[src/rtl/ic_tester_pkg.sv]
// ic_tester_pkg: gate type codes, sequencer state encoding and shared timing constants
package ic_tester_pkg;
  localparam logic [2:0] GT_AND  = 3'd0;
  localparam logic [2:0] GT_OR   = 3'd1;
  localparam logic [2:0] GT_NAND = 3'd2;
  localparam logic [2:0] GT_NOR  = 3'd3;
  localparam logic [2:0] GT_XOR  = 3'd4;
  localparam logic [2:0] GT_XNOR = 3'd5;
  localparam int ONE_SECOND_DELAY = 12_500_000;
  typedef enum logic [2:0] {S_IDLE, S_CLEAR, S_RUN, S_SAMPLE, S_DONE} seq_state_t;
endpackage

[src/rtl/gate_identify_sequencer_seq_timer.sv]
// seq_timer: loadable down-counter that flags terminal count while it sits at zero
module seq_timer #(
  parameter int CNT_W = 32
) (
  input  logic             clk,
  input  logic             rst_n,
  input  logic             load,
  input  logic [CNT_W-1:0] load_val,
  output logic             tc
);
  logic [CNT_W-1:0] count;
  assign tc = count == '0;
  // load wins; otherwise count down and park at zero
  always_ff @(posedge clk or negedge rst_n)
    if (!rst_n) count <= '0;
    else count <= load ? load_val : (tc ? count : count - 1'b1);
endmodule

[src/rtl/gate_identify_sequencer.sv]
// gate_identify_sequencer: scans all gate types on the checker and reports which ones the IC matched
module gate_identify_sequencer
  import ic_tester_pkg::*;
#(
  parameter int NUM_TYPES    = 6,
  parameter int CLEAR_CYCLES = 4,
  parameter int RUN_CYCLES   = 100000002,
  parameter int CNT_W        = 32
) (
  input  logic                 clk,
  input  logic                 rst_n,
  input  logic                 start,
  input  logic                 abort,
  input  logic [3:0]           chk_pass,
  input  logic [3:0]           chk_fail,
  output logic                 checker_enable,
  output logic [2:0]           gate_select,
  output logic                 busy,
  output logic                 done,
  output logic [NUM_TYPES-1:0] match_mask,
  output logic                 identified,
  output logic [2:0]           ident_type,
  output logic [3:0]           slot_ok
);
  seq_state_t state, nxt_state;
  logic [2:0] nxt_gsel, nxt_type;
  logic [NUM_TYPES-1:0] nxt_mask;
  logic nxt_id, load, tc, hit;
  logic [3:0] nxt_slot;
  logic [CNT_W-1:0] load_val;
  seq_timer #(.CNT_W(CNT_W)) u_timer (
    .clk(clk), .rst_n(rst_n), .load(load), .load_val(load_val), .tc(tc)
  );
  // next-state and next-result logic; gate_select doubles as the type under test
  always_comb begin
    nxt_state = state;
    nxt_gsel = gate_select;
    nxt_mask = match_mask;
    nxt_id = identified;
    nxt_type = ident_type;
    nxt_slot = slot_ok;
    load = 1'b0;
    load_val = '0;
    hit = chk_pass == 4'hF && chk_fail == 4'h0;
    if (abort) begin
      nxt_state = S_IDLE;
      nxt_gsel = '0;
      nxt_mask = '0;
      nxt_id = 1'b0;
      nxt_type = '0;
      nxt_slot = 4'hF;
      load = 1'b1;
    end else
      case (state)
        S_IDLE, S_DONE:
          if (start) begin
            nxt_state = S_CLEAR;
            nxt_gsel = '0;
            nxt_mask = '0;
            nxt_id = 1'b0;
            nxt_type = '0;
            nxt_slot = 4'hF;
            load = 1'b1;
            load_val = CNT_W'(CLEAR_CYCLES - 1);
          end
        S_CLEAR:
          if (tc) begin
            nxt_state = S_RUN;
            load = 1'b1;
            load_val = CNT_W'(RUN_CYCLES - 1);
          end
        S_RUN: nxt_state = tc ? S_SAMPLE : S_RUN;
        S_SAMPLE: begin
          nxt_mask[gate_select] = hit;
          nxt_slot = slot_ok & chk_pass;
          if (hit && !identified) begin
            nxt_id = 1'b1;
            nxt_type = gate_select;
          end
          if (gate_select == 3'(NUM_TYPES - 1)) nxt_state = S_DONE;
          else begin
            nxt_state = S_CLEAR;
            nxt_gsel = gate_select + 3'd1;
            load = 1'b1;
            load_val = CNT_W'(CLEAR_CYCLES - 1);
          end
        end
        default: nxt_state = S_IDLE;
      endcase
  end
  // registered outputs; enable stays high through SAMPLE so flags are read before the checker clears
  always_ff @(posedge clk or negedge rst_n)
    if (!rst_n) begin
      state <= S_IDLE;
      checker_enable <= 1'b0;
      gate_select <= '0;
      busy <= 1'b0;
      done <= 1'b0;
      match_mask <= '0;
      identified <= 1'b0;
      ident_type <= '0;
      slot_ok <= 4'hF;
    end else begin
      state <= nxt_state;
      checker_enable <= nxt_state inside {S_RUN, S_SAMPLE};
      gate_select <= nxt_gsel;
      busy <= nxt_state inside {S_CLEAR, S_RUN, S_SAMPLE};
      done <= nxt_state == S_DONE;
      match_mask <= nxt_mask;
      identified <= nxt_id;
      ident_type <= nxt_type;
      slot_ok <= nxt_slot;
    end
endmodule

[config.mk]
export PLATFORM = sky130hd
export DESIGN_NAME = gate_identify_sequencer
export DESIGN_NICKNAME = d
export VERILOG_FILES = /design/src/rtl/ic_tester_pkg.sv /design/src/rtl/gate_identify_sequencer_seq_timer.sv /design/src/rtl/gate_identify_sequencer.sv
export SDC_FILE = /design/constraint.sdc
export NUM_CORES = 1
export LEC_CHECK = 0
export CORE_MARGIN = 5
export CORE_UTILIZATION = 52
export DETAILED_ROUTE_END_ITERATION = 8
export PLACE_DENSITY = 0.72
export SLEW_MARGIN = 15
export SYNTH_ARGS = -nofsm -noshare
export SYNTH_HDL_FRONTEND = slang
export SYNTH_SLANG_ARGS = --single-unit
[constraint.sdc]
create_clock -name clk -period 2.6 [get_ports clk]
set_input_delay 0.39 -clock clk [delete_from_list [all_inputs] [get_ports clk]]
set_output_delay 0.39 -clock clk [all_outputs]
set_load 0.03 [all_outputs]
==> impl_metrics.json <==
{
  "drtAntennaViolNets": 0,
  "die_height_um": 84.9,
  "grt_start_max_net_pins": 56,
  "cp-start-kind": "flip-flop",
  "logic_gate_share_of_total_power_pct": 53.5,
  "pwr-share-clk_pct": 13.0,
  "power.ir.vdd_worst_mv": 0.461,
  "gp_congestion": 0.807,
  "grt_pass1_vias": 2309,
  "ys_seq_elements": 55,
  "leak_pwr_uw": 0.00146,
  "clock_insertion_delay_worst_skew_ns": 0.31,
  "share_seq_of_total_power_pct": 33.6,
  "grt_setup_unrepaired": "no",
  "wirelength_um": 5950,
  "postSynthNetCount": 313,
  "floorplan.die_area_um2": 7210,
  "clock_tree_buf_depth": 2,
  "net-switching-power_uw": 1640,
  "final.setup.tns_ns": 0,
  "area.growth.synth_to_final_pct": 17.4,
  "async_reset_ff_share_pct": 100,
  "mappedNetlistArea_um2": 2920,
  "synth_most_common_cell": "sky130_fd_sc_hd__dfrtp_1",
  "cts_tree": "yes",
  "detailed_route_wire_length_per_cell_um": 14.6,
  "synth.yosys.seq_area_share_pct": 47.3,
  "groute.usage.overall_pct": 17.4,
  "h-tree-depth": 2,
  "actual_slew_at_the_worst_max_slew_pin_ns": 0.708,
  "core_area_um2": 5470,
  "max-cap-violations": 0,
  "worst-r2r-cell-count": 5,
  "fin_crit_ns": 2.31,
  "maxSlewViolCount": 0,
  "first_pass_grt_wire_length_um": 10400,
  "timing.final.hold_violations": 0,
  "placed_cell_area_um2": 3340,
  "yosysWarnings": 0,
  "max_freq_mhz": 433,
  "outcome": "finished clean",
  "cp_max_fo": 6,
  "min_period_over_period_pct": 88.7,
  "critPathArrivalTime_ns": 2.55,
  "global_routing_usage_on_met3_pct": 4.08,
  "antenna_violations_before_repair": 0,
  "clock_tree.root_cell": "sky130_fd_sc_hd__clkbuf_8",
  "finish.net_count": 349,
  "grt_use_met2_pct": 30.2,
  "detailed_router_iteration_count_before_antenna_repair": 4,
  "die_w_um": 84.9,
  "reg2reg_to": "u_timer.count[29]$_DFFE_PN0P_",
  "synthesis.area_per_instance_um2": 9.83,
  "holdBufCountCts": 0,
  "final.setup_skew_ns": 0.00649,
  "grtUsageMet1_pct": 22.1,
  "timing.critical_path.to": "u_timer.count[29]$_DFFE_PN0P_",
  "timing.setup.critical_path_class": "flip-flop to flip-flop",
  "post_cts_resize_count": 0,
  "io-pin-count": 32,
  "vias_per_cell": 5.66,
  "hold_path_class": "input port to async pin",
  "port-buffer-count": 31,
  "synth_enable_flop_cells": 0,
  "setup_viol": 0,
  "pd_cells_nw_per_um2": 1080,
  "clock-sinks": 55,
  "ys_top_cells_by_area": "sky130_fd_sc_hd__dfrtp_1 44%, sky130_fd_sc_hd__a21oi_1 6.0%, sky130_fd_sc_hd__nand2_1 4.5%, sky130_fd_sc_hd__mux2i_1 3.8%, sky130_fd_sc_hd__dfstp_2 3.6%",
  "regToRegSetupSlack_ns": 0.29,
  "syn-instance-count": 297,
  "crit_path_end_kind": "flip-flop",
  "post_route_standard_cell_area_excluding_fillers_um2": 3430,
  "antenna_cells": 0,
  "number_of_drc_violations_after_detailed_routing_iteration_0": 122,
  "cts.clk_slew.worst_paths_ns": 0.10,
  "cts_setup_buffers": 0,
  "power_report.internal_total_uw": 2070,
  "critPathRequiredTime_ns": 2.84,
  "synth-main-ff-cell": "sky130_fd_sc_hd__dfrtp_1",
  "global_route.overflow_total": 0,
  "distinct_cells_synth": 52,
  "synth.top_cells.by_count": "51 x sky130_fd_sc_hd__dfrtp_1, 35 x sky130_fd_sc_hd__a21oi_1, 35 x sky130_fd_sc_hd__nand2_1",
  "setup.worst_path.start": "u_timer.count[15]$_DFFE_PN0P_",
  "timing.rr.start": "u_timer.count[15]$_DFFE_PN0P_",
  "drcViolationCount": 0,
  "cts_made_buffers": 5,
  "grt_busiest_layer": "met2",
  "drive_gt1_share_pct": 12.9,
  "floorplan.initialDensity_pct": 53.4,
  "max-slew-margin-rel_pct": 52.8,
  "fp-row-count": 27,
  "vias": 2299,
  "switching_share_pct": 44.2,
  "synthDominantAreaCellType": "sky130_fd_sc_hd__dfrtp_1",
  "detailedPlacementHpwl_um": 4250,
  "share_of_the_synthesized_area_in_the_top_cell_type_pct": 43.7
}
[worst max-delay path: stages, from the launching register on]
cell,delay (ns)
sky130_fd_sc_hd__dfrtp_1,0.42
sky130_fd_sc_hd__nor3_1,0.42
sky130_fd_sc_hd__nand3_1,0.32
sky130_fd_sc_hd__or3_4,0.46
sky130_fd_sc_hd__or4_4,0.48
sky130_fd_sc_hd__a21oi_2,0.14
[sequential cells by signal, indices dropped and copies added, names as in the netlist, 3 cells and up]
name and flops:
state 3, match_mask 6, slot_ok 4, u_timer.count 32, gate_select 3, ident_type 3
[kinds of logic (layout without fill, tap and decap cells)]
kind of cell             after synthesis  count (layout)  share of synthesized area, %
buffers and inverters                 14              51                          2.14
flip-flops                            55              55                          47.3
AND/OR/NAND/NOR                      129             129                          25.8
adder cells (fa/ha/maj)                4               4                          1.71
multiplexers                          12              12                          4.16
XOR/XNOR                              16              16                          4.80
AO/OA/AOI/OAI                         67              67                          14.1
[power groups by stage]
stage	Clock, uW	Combinational, uW	Sequential (uW)
3_3_place_gp	0	1960	1250
6_report	482	1980	1240
5_1_grt	531	2230	1270
3_5_place_dp	0	1980	1260
2_1_floorplan	0	1570	1220
4_1_cts	495	2000	1240
[worst min path at each step]
stage	startpoint	endpoint	slack, ns	cells past startpoint
after global placement	slot_ok[2]$_DFFE_PN1P_	slot_ok[2]$_DFFE_PN1P_	0.46	2
after floorplan	rst_n	busy$_DFF_PN0_	0.09	0
after global routing	rst_n	u_timer.count[16]$_DFFE_PN0P_	0.27	2
after detailed placement	slot_ok[2]$_DFFE_PN1P_	slot_ok[2]$_DFFE_PN1P_	0.47	2
final	rst_n	u_timer.count[11]$_DFFE_PN0P_	0.18	2
after CTS	rst_n	checker_enable$_DFF_PN0_	0.22	2
[final cells by class]
class                   instances  area [um^2]
fillers                       477         2040
multi-input cells             228         1480
flip-flops and latches         55         1380
repair buffers                 39          378
well taps                      72         90.1
clock buffers                   6         72.6
clock inverters                 2         16.3
inverters                       4         15.0
[routing by layer]
metal	part of all wire (%)	vias up
met5	0	-
met4	0.96	0
met3	3.8	7
met2	48	36
met1	47	1110
li1	-	1146
[layout by cell type, fill, tap and decap left out, types with 5 or more instances in the layout]
master,netlist,routed
sky130_fd_sc_hd__dfrtp_1,51,51
sky130_fd_sc_hd__or4_1,8,8
sky130_fd_sc_hd__or3_1,7,7
sky130_fd_sc_hd__nor3_1,8,8
sky130_fd_sc_hd__nor4_1,5,5
sky130_fd_sc_hd__xnor2_1,11,11
sky130_fd_sc_hd__nor2_1,23,23
sky130_fd_sc_hd__xor2_1,5,5
sky130_fd_sc_hd__nand2_1,35,35
sky130_fd_sc_hd__a211oi_1,5,5
sky130_fd_sc_hd__o31ai_1,9,9
sky130_fd_sc_hd__nand4_1,5,5
sky130_fd_sc_hd__buf_4,0,7
sky130_fd_sc_hd__nand3b_1,5,5
sky130_fd_sc_hd__clkbuf_8,0,5
sky130_fd_sc_hd__o21ai_0,9,9
sky130_fd_sc_hd__nand3_1,6,6
sky130_fd_sc_hd__mux2i_1,11,11
sky130_fd_sc_hd__a21oi_1,35,35
sky130_fd_sc_hd__clkdlybuf4s50_1,0,30
[metrics by stage]
step,utilization (%),total power (uW),hold WS (ns),worst slack (ns),instances
5_1_grt,62.7,4030,0.268,0.135,406
4_1_cts,62.7,3740,0.223,0.301,406
2_1_floorplan,-,2790,0.0944,0.488,297
3_5_place_dp,61.0,3240,0.471,0.316,398
6_report,62.7,3710,0.180,0.293,406
3_3_place_gp,61.0,3210,0.464,0.336,398
Power figures use the tool's default switching activity.
